File: config.mk
export PLATFORM = sky130hd
export DESIGN_NAME = ir_receiver
export DESIGN_NICKNAME = d
export VERILOG_FILES = /design/src/rtl/ir_pkg.sv /design/src/rtl/ir_line_conditioner.sv /design/src/rtl/ir_receiver.sv
export SDC_FILE = /design/constraint.sdc
export NUM_CORES = 1
export LEC_CHECK = 0
export ABC_AREA = 1
export BUFFER_PORTS_ARGS = -buffer_cell sky130_fd_sc_hd__buf_4
export CELL_PAD_IN_SITES_DETAIL_PLACEMENT = 1
export CELL_PAD_IN_SITES_GLOBAL_PLACEMENT = 1
export CORE_ASPECT_RATIO = 0.9
export CORE_MARGIN = 1
export CORE_UTILIZATION = 30
export DETAILED_ROUTE_END_ITERATION = 8
export GPL_ROUTABILITY_DRIVEN = 0
export PLACE_DENSITY_LB_ADDON = 0.1
export SETUP_SLACK_MARGIN = 0.2
export SYNTH_ARGS = -nofsm -noshare
export SYNTH_HDL_FRONTEND = slang
export SYNTH_SLANG_ARGS = --single-unit
File: constraint.sdc
create_clock -name clk_in -period 4.2 [get_ports clk_in]
set_input_delay 0.63 -clock clk_in [delete_from_list [all_inputs] [get_ports clk_in]]
set_output_delay 0.63 -clock clk_in [all_outputs]
set_load 0.005 [all_outputs]
File: src/rtl/ir_pkg.sv
// Shared definitions for the pulse-distance IR link (receiver and transmitter).
// Holds the receiver state encoding, protocol unit multiples and the
// tolerance windows, expressed as functions of the ticks-per-unit setting.
package ir_pkg;

    typedef enum logic [2:0] {
        IR_IDLE,
        IR_START_MARK,
        IR_START_SPACE,
        IR_BIT_MARK,
        IR_BIT_SPACE,
        IR_STOP_MARK
    } ir_rx_state_t;

    // Nominal protocol durations in units
    localparam int unsigned START_MARK_U  = 16;
    localparam int unsigned START_SPACE_U = 8;
    localparam int unsigned ONE_SPACE_U   = 3;
    localparam int unsigned TIMEOUT_U     = 24;

    // Start mark accepted in [12U, 20U]
    function automatic int unsigned start_mark_min(input int unsigned t);
        return 12 * t;
    endfunction

    function automatic int unsigned start_mark_max(input int unsigned t);
        return 20 * t;
    endfunction

    // Start space accepted in [6U, 10U]
    function automatic int unsigned start_space_min(input int unsigned t);
        return 6 * t;
    endfunction

    function automatic int unsigned start_space_max(input int unsigned t);
        return 10 * t;
    endfunction

    // Bit and stop marks accepted in [U/2, 3U/2]
    function automatic int unsigned bit_mark_min(input int unsigned t);
        return t / 2;
    endfunction

    function automatic int unsigned bit_mark_max(input int unsigned t);
        return (3 * t) / 2;
    endfunction

    // '0' space in [U/2, 2U); '1' space in [2U, 4U]
    function automatic int unsigned zero_space_min(input int unsigned t);
        return t / 2;
    endfunction

    function automatic int unsigned one_space_min(input int unsigned t);
        return 2 * t;
    endfunction

    function automatic int unsigned one_space_max(input int unsigned t);
        return 4 * t;
    endfunction

    // Any pulse this long in a non-idle state aborts the frame
    function automatic int unsigned timeout_ticks(input int unsigned t);
        return TIMEOUT_U * t;
    endfunction

    function automatic logic in_range(input int unsigned d,
                                      input int unsigned lo,
                                      input int unsigned hi);
        return (d >= lo) && (d <= hi);
    endfunction

endpackage

File: src/rtl/ir_line_conditioner.sv
// Input conditioning for the IR receiver: two-flop synchronizer, optional
// glitch filter (enabled by defining IR_RX_GLITCH_FILTER_EN) and polarity
// correction so that o_line is 1 during a mark. Edge strobes compare the
// conditioned line against its one-cycle delayed copy.
module ir_line_conditioner #(
    parameter int unsigned INVERT_IN     = 1,
    parameter int unsigned GLITCH_CYCLES = 1000
) (
    input  logic i_clk,
    input  logic i_rst,
    input  logic i_signal,
    output logic o_line,
    output logic o_rise,
    output logic o_fall
);

    // Raw pin level while the link is idle (space)
    localparam logic IDLE_RAW = (INVERT_IN != 0);

    if (GLITCH_CYCLES < 1) begin : g_glitch_cfg_check
        $error("ir_line_conditioner: GLITCH_CYCLES must be at least 1");
    end

    logic r_sync1;
    logic r_sync2;
    logic r_line_d;
    logic w_level;

    // Two-flop synchronizer for the asynchronous pin, parked at the idle level
    always_ff @(posedge i_clk) begin
        if (i_rst) begin
            r_sync1 <= IDLE_RAW;
            r_sync2 <= IDLE_RAW;
        end else begin
            r_sync1 <= i_signal;
            r_sync2 <= r_sync1;
        end
    end

`ifdef IR_RX_GLITCH_FILTER_EN
    localparam int GW = $clog2(GLITCH_CYCLES + 1);

    logic          r_filt;
    logic [GW-1:0] r_filt_cnt;

    // Accept a new level only after it has persisted for GLITCH_CYCLES cycles
    always_ff @(posedge i_clk) begin
        if (i_rst) begin
            r_filt     <= IDLE_RAW;
            r_filt_cnt <= '0;
        end else if (r_sync2 == r_filt) begin
            r_filt_cnt <= '0;
        end else if (r_filt_cnt == GW'(GLITCH_CYCLES - 1)) begin
            r_filt     <= r_sync2;
            r_filt_cnt <= '0;
        end else begin
            r_filt_cnt <= r_filt_cnt + 1'b1;
        end
    end

    assign w_level = r_filt;
`else
    assign w_level = r_sync2;
`endif

    assign o_line = w_level ^ IDLE_RAW;

    // Delayed line copy for edge detection; reset to space
    always_ff @(posedge i_clk) begin
        if (i_rst) begin
            r_line_d <= 1'b0;
        end else begin
            r_line_d <= o_line;
        end
    end

    assign o_rise = o_line & ~r_line_d;
    assign o_fall = ~o_line & r_line_d;

endmodule

File: src/rtl/ir_receiver.sv
// Pulse-distance IR frame decoder. Measures mark/space durations on the
// conditioned line, walks the frame with a state machine and emits each
// MESSAGE_LENGTH-bit letter as a one-cycle valid pulse. Malformed or stalled
// frames produce a one-cycle error pulse. Optional input glitch filter is
// enabled by defining IR_RX_GLITCH_FILTER_EN.
module ir_receiver
    import ir_pkg::*;
#(
    parameter int unsigned MESSAGE_LENGTH = 5,
    parameter int unsigned TICKS_PER_UNIT = 56250,
    parameter int unsigned INVERT_IN      = 1,
    parameter int unsigned GLITCH_CYCLES  = 1000
) (
    input  logic                      clk_in,
    input  logic                      rst_in,
    input  logic                      signal_in,
    output logic [MESSAGE_LENGTH-1:0] data_out,
    output logic                      data_valid_out,
    output logic                      error_out,
    output logic                      busy_out
);

    localparam int unsigned TO_TICKS = timeout_ticks(TICKS_PER_UNIT);
    localparam int          DW       = $clog2(TO_TICKS + 1);
    localparam int          IW       = (MESSAGE_LENGTH > 1) ? $clog2(MESSAGE_LENGTH) : 1;
    localparam logic [DW-1:0] DUR_SAT = DW'(TO_TICKS);
    localparam logic [IW-1:0] IDX_LAST = IW'(MESSAGE_LENGTH - 1);

    localparam int unsigned SM_MIN   = start_mark_min(TICKS_PER_UNIT);
    localparam int unsigned SM_MAX   = start_mark_max(TICKS_PER_UNIT);
    localparam int unsigned SS_MIN   = start_space_min(TICKS_PER_UNIT);
    localparam int unsigned SS_MAX   = start_space_max(TICKS_PER_UNIT);
    localparam int unsigned MK_MIN   = bit_mark_min(TICKS_PER_UNIT);
    localparam int unsigned MK_MAX   = bit_mark_max(TICKS_PER_UNIT);
    localparam int unsigned ZERO_MIN = zero_space_min(TICKS_PER_UNIT);
    localparam int unsigned ONE_MIN  = one_space_min(TICKS_PER_UNIT);
    localparam int unsigned ONE_MAX  = one_space_max(TICKS_PER_UNIT);

    logic w_line;
    logic w_rise;
    logic w_fall;

    ir_line_conditioner #(
        .INVERT_IN     (INVERT_IN),
        .GLITCH_CYCLES (GLITCH_CYCLES)
    ) u_cond (
        .i_clk    (clk_in),
        .i_rst    (rst_in),
        .i_signal (signal_in),
        .o_line   (w_line),
        .o_rise   (w_rise),
        .o_fall   (w_fall)
    );

    ir_rx_state_t              r_state;
    logic [DW-1:0]             r_dur;
    logic [IW-1:0]             r_idx;
    logic [MESSAGE_LENGTH-1:0] r_shift;
    logic [MESSAGE_LENGTH-1:0] r_data;
    logic                      r_valid;
    logic                      r_err;
    logic                      r_busy;

    logic [31:0] w_dur;
    logic        w_timeout;
    logic        w_sm_ok;
    logic        w_ss_ok;
    logic        w_mark_ok;
    logic        w_zero;
    logic        w_one;
    logic        w_term;
    logic        w_ok;

    // Duration of the current level: cleared on each edge, saturates at the timeout
    always_ff @(posedge clk_in) begin
        if (rst_in) begin
            r_dur <= '0;
        end else if (w_rise || w_fall) begin
            r_dur <= '0;
        end else if (r_dur != DUR_SAT) begin
            r_dur <= r_dur + 1'b1;
        end
    end

    assign w_dur     = 32'(r_dur);
    assign w_timeout = (r_dur == DUR_SAT);
    assign w_sm_ok   = in_range(w_dur, SM_MIN, SM_MAX);
    assign w_ss_ok   = in_range(w_dur, SS_MIN, SS_MAX);
    assign w_mark_ok = in_range(w_dur, MK_MIN, MK_MAX);
    assign w_zero    = (w_dur >= ZERO_MIN) && (w_dur < ONE_MIN);
    assign w_one     = in_range(w_dur, ONE_MIN, ONE_MAX);

    // Select the edge that terminates the pulse measured in this state and its window check
    always_comb begin
        w_term = 1'b0;
        w_ok   = 1'b0;
        case (r_state)
            IR_START_MARK: begin
                w_term = w_fall;
                w_ok   = w_sm_ok;
            end
            IR_START_SPACE: begin
                w_term = w_rise;
                w_ok   = w_ss_ok;
            end
            IR_BIT_MARK, IR_STOP_MARK: begin
                w_term = w_fall;
                w_ok   = w_mark_ok;
            end
            IR_BIT_SPACE: begin
                w_term = w_rise;
                w_ok   = w_zero | w_one;
            end
            default: begin
                w_term = 1'b0;
                w_ok   = 1'b0;
            end
        endcase
    end

    // Frame state machine with registered valid, error and busy outputs
    always_ff @(posedge clk_in) begin
        if (rst_in) begin
            r_state <= IR_IDLE;
            r_idx   <= '0;
            r_shift <= '0;
            r_data  <= '0;
            r_valid <= 1'b0;
            r_err   <= 1'b0;
            r_busy  <= 1'b0;
        end else begin
            r_valid <= 1'b0;
            r_err   <= 1'b0;
            if ((r_state != IR_IDLE) && (w_timeout || (w_term && !w_ok))) begin
                // Abort; the offending edge is consumed here, so IDLE waits for a fresh rise
                r_state <= IR_IDLE;
                r_busy  <= 1'b0;
                r_err   <= 1'b1;
            end else begin
                case (r_state)
                    IR_IDLE: begin
                        if (w_rise) begin
                            r_state <= IR_START_MARK;
                            r_busy  <= 1'b1;
                        end
                    end
                    IR_START_MARK: begin
                        if (w_term) begin
                            r_state <= IR_START_SPACE;
                        end
                    end
                    IR_START_SPACE: begin
                        if (w_term) begin
                            r_idx   <= '0;
                            r_shift <= '0;
                            r_state <= IR_BIT_MARK;
                        end
                    end
                    IR_BIT_MARK: begin
                        if (w_term) begin
                            r_state <= IR_BIT_SPACE;
                        end
                    end
                    IR_BIT_SPACE: begin
                        if (w_term) begin
                            r_shift[r_idx] <= w_one;
                            if (r_idx == IDX_LAST) begin
                                r_state <= IR_STOP_MARK;
                            end else begin
                                r_idx   <= r_idx + 1'b1;
                                r_state <= IR_BIT_MARK;
                            end
                        end
                    end
                    IR_STOP_MARK: begin
                        if (w_term) begin
                            r_data  <= r_shift;
                            r_valid <= 1'b1;
                            r_state <= IR_IDLE;
                            r_busy  <= 1'b0;
                        end
                    end
                    default: begin
                        r_state <= IR_IDLE;
                        r_busy  <= 1'b0;
                    end
                endcase
            end
        end
    end

    assign data_out       = r_data;
    assign data_valid_out = r_valid;
    assign error_out      = r_err;
    assign busy_out       = r_busy;

    // Line level itself is only consumed through its edges
    logic w_line_unused;
    assign w_line_unused = w_line;

endmodule

# Word level (Yosys, flattened, before mapping)
# Cells that the tools add are included.
dict set report classes {
  add_sub_neg 2
  order_cmp 11
  eq_ne 15
  mux 24
  n_bitwise 8
  reduce_logical 26
}
# operator n
set op_table {}
lappend op_table {{3-bit 2-to-1 mux} 9}
lappend op_table {{21-bit by 1-bit adder with 21-bit output, second input constant} 1}
lappend op_table {{21-bit equality test, second input constant} 1}
lappend op_table {{21-bit by 15-bit >= comparator with 1-bit output, second input constant} 1}
lappend op_table {{21-bit by 17-bit >= comparator with 1-bit output, second input constant} 1}
lappend op_table {{21-bit by 19-bit >= comparator with 1-bit output, second input constant} 1}
lappend op_table {{21-bit by 20-bit >= comparator with 1-bit output, second input constant} 1}
lappend op_table {{21-bit by 17-bit <= comparator with 1-bit output, second input constant} 1}
lappend op_table {{21-bit by 18-bit <= comparator with 1-bit output, second input constant} 1}
lappend op_table {{21-bit by 20-bit <= comparator with 1-bit output, second input constant} 1}
lappend op_table {{21-bit <= comparator, second input constant} 1}
lappend op_table {{21-bit by 17-bit less-than comparator with 1-bit output, second input constant} 1}
lappend op_table {{21-bit != test, second input constant} 1}
lappend op_table {{3-bit case mux with 6 select lines} 1}
lappend op_table {{2-bit != test, second input constant} 7}
lappend op_table {{5-bit 2-to-1 mux} 2}
lappend op_table {{5-bit case mux with 2 select lines} 1}
lappend op_table {{3-bit equality test, second input constant} 3}
lappend op_table {{1-bit logical AND} 8}
lappend op_table {{2-bit OR reduction} 4}
lappend op_table {{3-bit by 2-bit equality test with 1-bit output, second input constant} 2}
lappend op_table {{3-bit case mux with 2 select lines} 1}
lappend op_table {{3-bit AND reduction} 2}
lappend op_table {{6-bit AND reduction} 1}
lappend op_table {{other kinds (22)} 33}
dict set report word_totals {
  register_bits 43
  output_inout_bits 8
  wordCells 97
}

# Logic depth before layout (Yosys ltp)
dict set report depth {
  word_depth 10
  mapped_depth 19
  mapped_depth_nobuf 18
}

# Cells and area by module
# Synthesis repeated with hierarchy kept, for this count alone.
dict set report hier_totals {
  cells_unflattened 517
  area_unflattened_um2 3042.9
}
# mod instances cells_each area_each_um2 seq_area_each_um2
set modules_own_cells {}
lappend modules_own_cells {ir_receiver 1 504 2945.3 800.8}
lappend modules_own_cells {ir_line_conditioner 1 13 97.6 60.1}

# Worst setup path after synthesis
# No wires, ideal clock.
dict set report synth_path {
  kind {register -> register}
  startpoint {register r_dur[7]}
  endpoint {register r_data[0], in the netlist data_out[0]}
  setup_time_ns 0.070
  arrival_ns 1.794
  setup_slack_ns 2.335
  stages_incl_launch_ff 17
  n_path_buf 2
  synth_period_minus_slack_ns 1.865
  path_cell_list {dfxtp_1 -> buf_2 -> inv_1 -> nor2_1 -> nand2_1 -> nor2_1 -> nand4_1 -> nand2_1 -> nand2_1 -> nand2_1 -> nand2_1 -> nand3_2 -> nand2_2 -> a21oi_4 -> buf_6 -> nand3_1 -> a21oi_1}
}
dict set report synth_between {
  elab_chain_len 10
  word_cells_on_any_way 23
}
# item line
set synth_rtl {}
lappend synth_rtl {{start: declaration} ir_receiver.sv:56} ;# logic [DW-1:0] r_dur;
lappend synth_rtl {{start signal: assignment} ir_receiver.sv:81} ;# r_dur <= r_dur + 1'b1;
lappend synth_rtl {{21-bit by 15-bit >= comparator with 1-bit output (tied with other cells)} {ir_pkg.sv:69, ir_receiver.sv:90}}
lappend synth_rtl {{1-bit logical AND, on equally long branches} {ir_receiver.sv:90, ir_pkg.sv:69}}
lappend synth_rtl {{1-bit bitwise OR} ir_receiver.sv:112} ;# w_ok = w_zero | w_one;
lappend synth_rtl {{1-bit case mux with 4 select lines} ir_receiver.sv:97} ;# case (r_state)
lappend synth_rtl {{1-bit logical NOT} ir_receiver.sv:134} ;# if ((r_state != IR_IDLE) && (w_timeout || (w_term && !w_ok))) begin
lappend synth_rtl {{1-bit logical AND} ir_receiver.sv:134}
lappend synth_rtl {{1-bit logical OR *} ir_receiver.sv:134}
lappend synth_rtl {{1-bit logical AND *} ir_receiver.sv:134}
lappend synth_rtl {{1-bit inverter (no source line) *} -}
lappend synth_rtl {{3-bit AND reduction (no source line) *} -}
lappend synth_rtl {{end signal: assignment} ir_receiver.sv:177} ;# r_data <= r_shift;
lappend synth_rtl {{end: declaration} ir_receiver.sv:59} ;# logic [MESSAGE_LENGTH-1:0] r_data;
# Mark *: on every way between the ends. The rest lies on a longest branch, timed or not.
# A chain may end at the register's enable or synchronous reset.

# Worst setup path in the final report
dict set report layout_path {
  startpoint {register r_dur[7]}
  endpoint {register r_data[4], in the netlist data_out[4]}
}
# Same word-level chain as after synthesis.

==> results.md <==
- Status: finished clean
- Fin Setup TNS: 0 ns
- ANT cells: 0
- Synth top area share: ~28%
- Routed Antenna Nets: 0
- Gr usage total: a little over a fifth
- Die W: 109 um
- Combinational power share: between 10% and 20%
- DRT Pass-1 Iters: 4
- Max-cap violations: 0
- Post-synthesis async set-or-reset flop share: 0%
- Root Driver: clkbuf_16
- Global-route wire length before repair: around 18000 um
- Crit Path Max Fanout: 14
- Yosys Warn Count: 0
- H-tree levels: 2
- Post-layout util: 34.3%
- Switching share of power: a little under a third
- Placed wire-length estimate: between 8000 and 9000 um
- Final Critical Period: between 2 and 3 ns
- Cell count after synthesis: 513
- Average routed wire per standard cell: between 15 and 20 um
- Sequential Power Share: 42.8%
- Placed instance area: roughly 3200 um^2
- Final Cell Area: ~3400 um^2
- Internal cell power: 0.000689 W
- Final Cycle Share: around 63%
- Setup crit end kind: register
- Detailed-routed wire length on met3: about 560 um
- RSZ-0062 raised after global routing: no
- Clock power share: about two fifths
- Max-slew violations: 0
- Leading post-synthesis cells by cell area: dfxtp_1 28%, nand2_1 14%, nor2_1 10%, inv_1 6.3%, nand3_1 6.0%
- Resized cells post-CTS: 0
- Count of flip-flops with a built-in enable after synthesis: 0
- Top_reg_cell synth: dfxtp_1
- WP data required: between 4 and 5 ns
- Final Hold Vio Count: 0
- Arr. time, crit path: about 2.8 ns
- Die Y-Extent: just under 100 um
- Share of layout cells above drive strength 1: ~11%
- Hold_buf cts: 0
- Post-synthesis register bit count: 43
- Setup CP Type: reg2reg
- Die Area: approximately 11000 um^2
- Switching power: about 0.00032 W
- Worst-skew pair later-pin latency: about 0.29 ns
- Hold crit path type: reg2reg
- Largest net degree at the start of global routing: 19
- Cell taking the most area after synthesis: dfxtp_1
- CTS tree: built
- Post-Syn Area: approximately 3100 um^2
- Initial Util: between 30% and 40%
- Critical path startpoint category: register
- Count of final setup violators: 0
- Ports: 11
- Starting DRT DRC Count: around 170
- Clk sinks: 43
- Flop2flop setup slack: approximately 1.5 ns
- Syn_area_per_cell: 6.04 um^2
- Via density: 5.23
- Inserted Clock Buffers: 5
- Tightest Pin Transition: approximately 0.63 ns
- Fin Hold WS: approximately 0.41 ns
- Worst Clk Skew: around 0.0067 ns
- PwrDens: roughly 300 nW/um^2
- Vias: around 3300
- Metal2 WL: around 4400 um
- Clock slew at reported path FFs: about 0.070 ns
- Netlist cell types: 35
- LEAKAGE: ~1.3 nW
- Syn nets: approximately 520
- Post-CTS Setup Bufs: 0
- Clock buffer depth: 2
- Congestion Overflow GR: 0
- Area Growth Syn to Fin: 8.85%
- Initial antenna violation count: 0
- Remaining DRCs: 0
- Final worst setup slack: around 1.5 ns
- Top Metal Used: met4
- Met1 WL: 5630 um
- Peak VDD IR: around 0.14 mV
- Core Area: 9830 um^2
- Port Buf Inserts: 10
- Vias in the first global route: 3456
- Cell row count: 34
- Total wire length: ~11000 um
- Nets: ~520
- Seq/Total Area, Yosys: 27.8%
- Max-slew headroom: 57.6%
- Pre-CTS WS: roughly 1.5 ns
- Fmax: between 300 and 400 MHz
## cells in the final DEF (no fill, tap or decap), drive strengths merged, types with 7 or more instances in the layout
cell type  synthesis  routed
nor3              25      25
o21ai             15      15
ha                 7       7
nand3             38      38
a21oi             33      33
nand2            124     124
nand4             21      21
buf               14      10
dfxtp             43      43
nor2              95      95
inv               62      63
## Yosys cell counts, types with 5 or more instances
| library cell | number |
|---|---|
| clkbuf_1 | 5 |
| nor3_1 | 23 |
| buf_4 | 5 |
| o21ai_0 | 15 |
| nor4_1 | 6 |
| dfxtp_1 | 43 |
| nand3_1 | 37 |
| nand2_2 | 5 |
| nand2_1 | 119 |
| or2_2 | 5 |
| inv_2 | 10 |
| a21oi_1 | 32 |
| nor2_2 | 9 |
| ha_1 | 7 |
| nor2_1 | 84 |
| nand4_1 | 21 |
| inv_1 | 52 |
| buf_2 | 8 |
## power by group through the flow
stage          clock (W)  combinational [W]  sequential [W]
5_1_grt         0.000438           0.000206        0.000436
2_1_floorplan          0           0.000136        0.000439
3_5_place_dp           0           0.000177        0.000443
4_1_cts         0.000418           0.000178        0.000433
3_3_place_gp           0           0.000175        0.000442
6_report        0.000401           0.000178        0.000433
## final cells by class
| type | instances | area [um^2] |
|---|---|---|
| clock buffers | 5 | 125 |
| repair buffers | 10 | 75.1 |
| inverters | 64 | 241 |
| flip-flops and latches | 43 | 861 |
| multi-input cells | 387 | 1890 |
| well taps | 126 | 158 |
| fillers | 1339 | 6460 |
| clock inverters | 3 | 23.8 |
## routing by layer
| layer | GRT usage (%) | vias to the layer above |
|---|---|---|
| met5 | 0 | - |
| met4 | 4.26 | 0 |
| li1 | - | 1663 |
| met1 | 31.7 | 1598 |
| met2 | 31.4 | 62 |
| met3 | 4.81 | 14 |
## registers in the layout, indices dropped and copies added, names as in the netlist
register	count
r_shift	5
busy_out	1
data_out	5
r_dur	21
error_out	1
u_cond.r_line_d	1
data_valid_out	1
u_cond.r_sync1	1
u_cond.r_sync2	1
r_state	3
r_idx	3
## critical path, stage by stage, from the launching register on
cell and delay [ns]:
dfxtp_1 0.52, inv_1 0.25, nor2_1 0.19, nand2_1 0.09, nor2_1 0.16, nand4_1 0.12
nand2_1 0.08, nand2_1 0.09, nand2_1 0.08, nand2_1 0.06, nand3_2 0.09, nand2_2 0.08
a21oi_4 0.33, nand2_1 0.23, nand2_1 0.11, a21oi_1 0.06
## per-stage QoR
step	power [W]	cells
after CTS	0.00103	638
after global routing	0.00108	638
after detailed placement	0.000620	630
after global placement	0.000617	630
final	0.00101	638
after floorplan	0.000575	513
## cells by family (layout without fill, tap and decap cells)
group / Yosys count / in the layout / share of synthesized area (%)
AND/OR/NAND/NOR: 316 / 316 / 45.8
XOR/XNOR: 4 / 4 / 1.13
AO/OA/AOI/OAI: 60 / 60 / 11.2
adder cells (fa/ha/maj): 7 / 7 / 2.83
buffers and inverters: 83 / 82 / 11.3
flip-flops: 43 / 43 / 27.8
## worst paths after layout
path                       start             end  depth (start not counted)
setup / recovery        r_dur[7]     data_out[4]                         15
hold / removal    u_cond.r_sync1  u_cond.r_sync2                          1
setup reg to reg        r_dur[7]     data_out[4]                         15
hold reg to reg   u_cond.r_sync1  u_cond.r_sync2                          1
(Power assumes the default switching activity.)
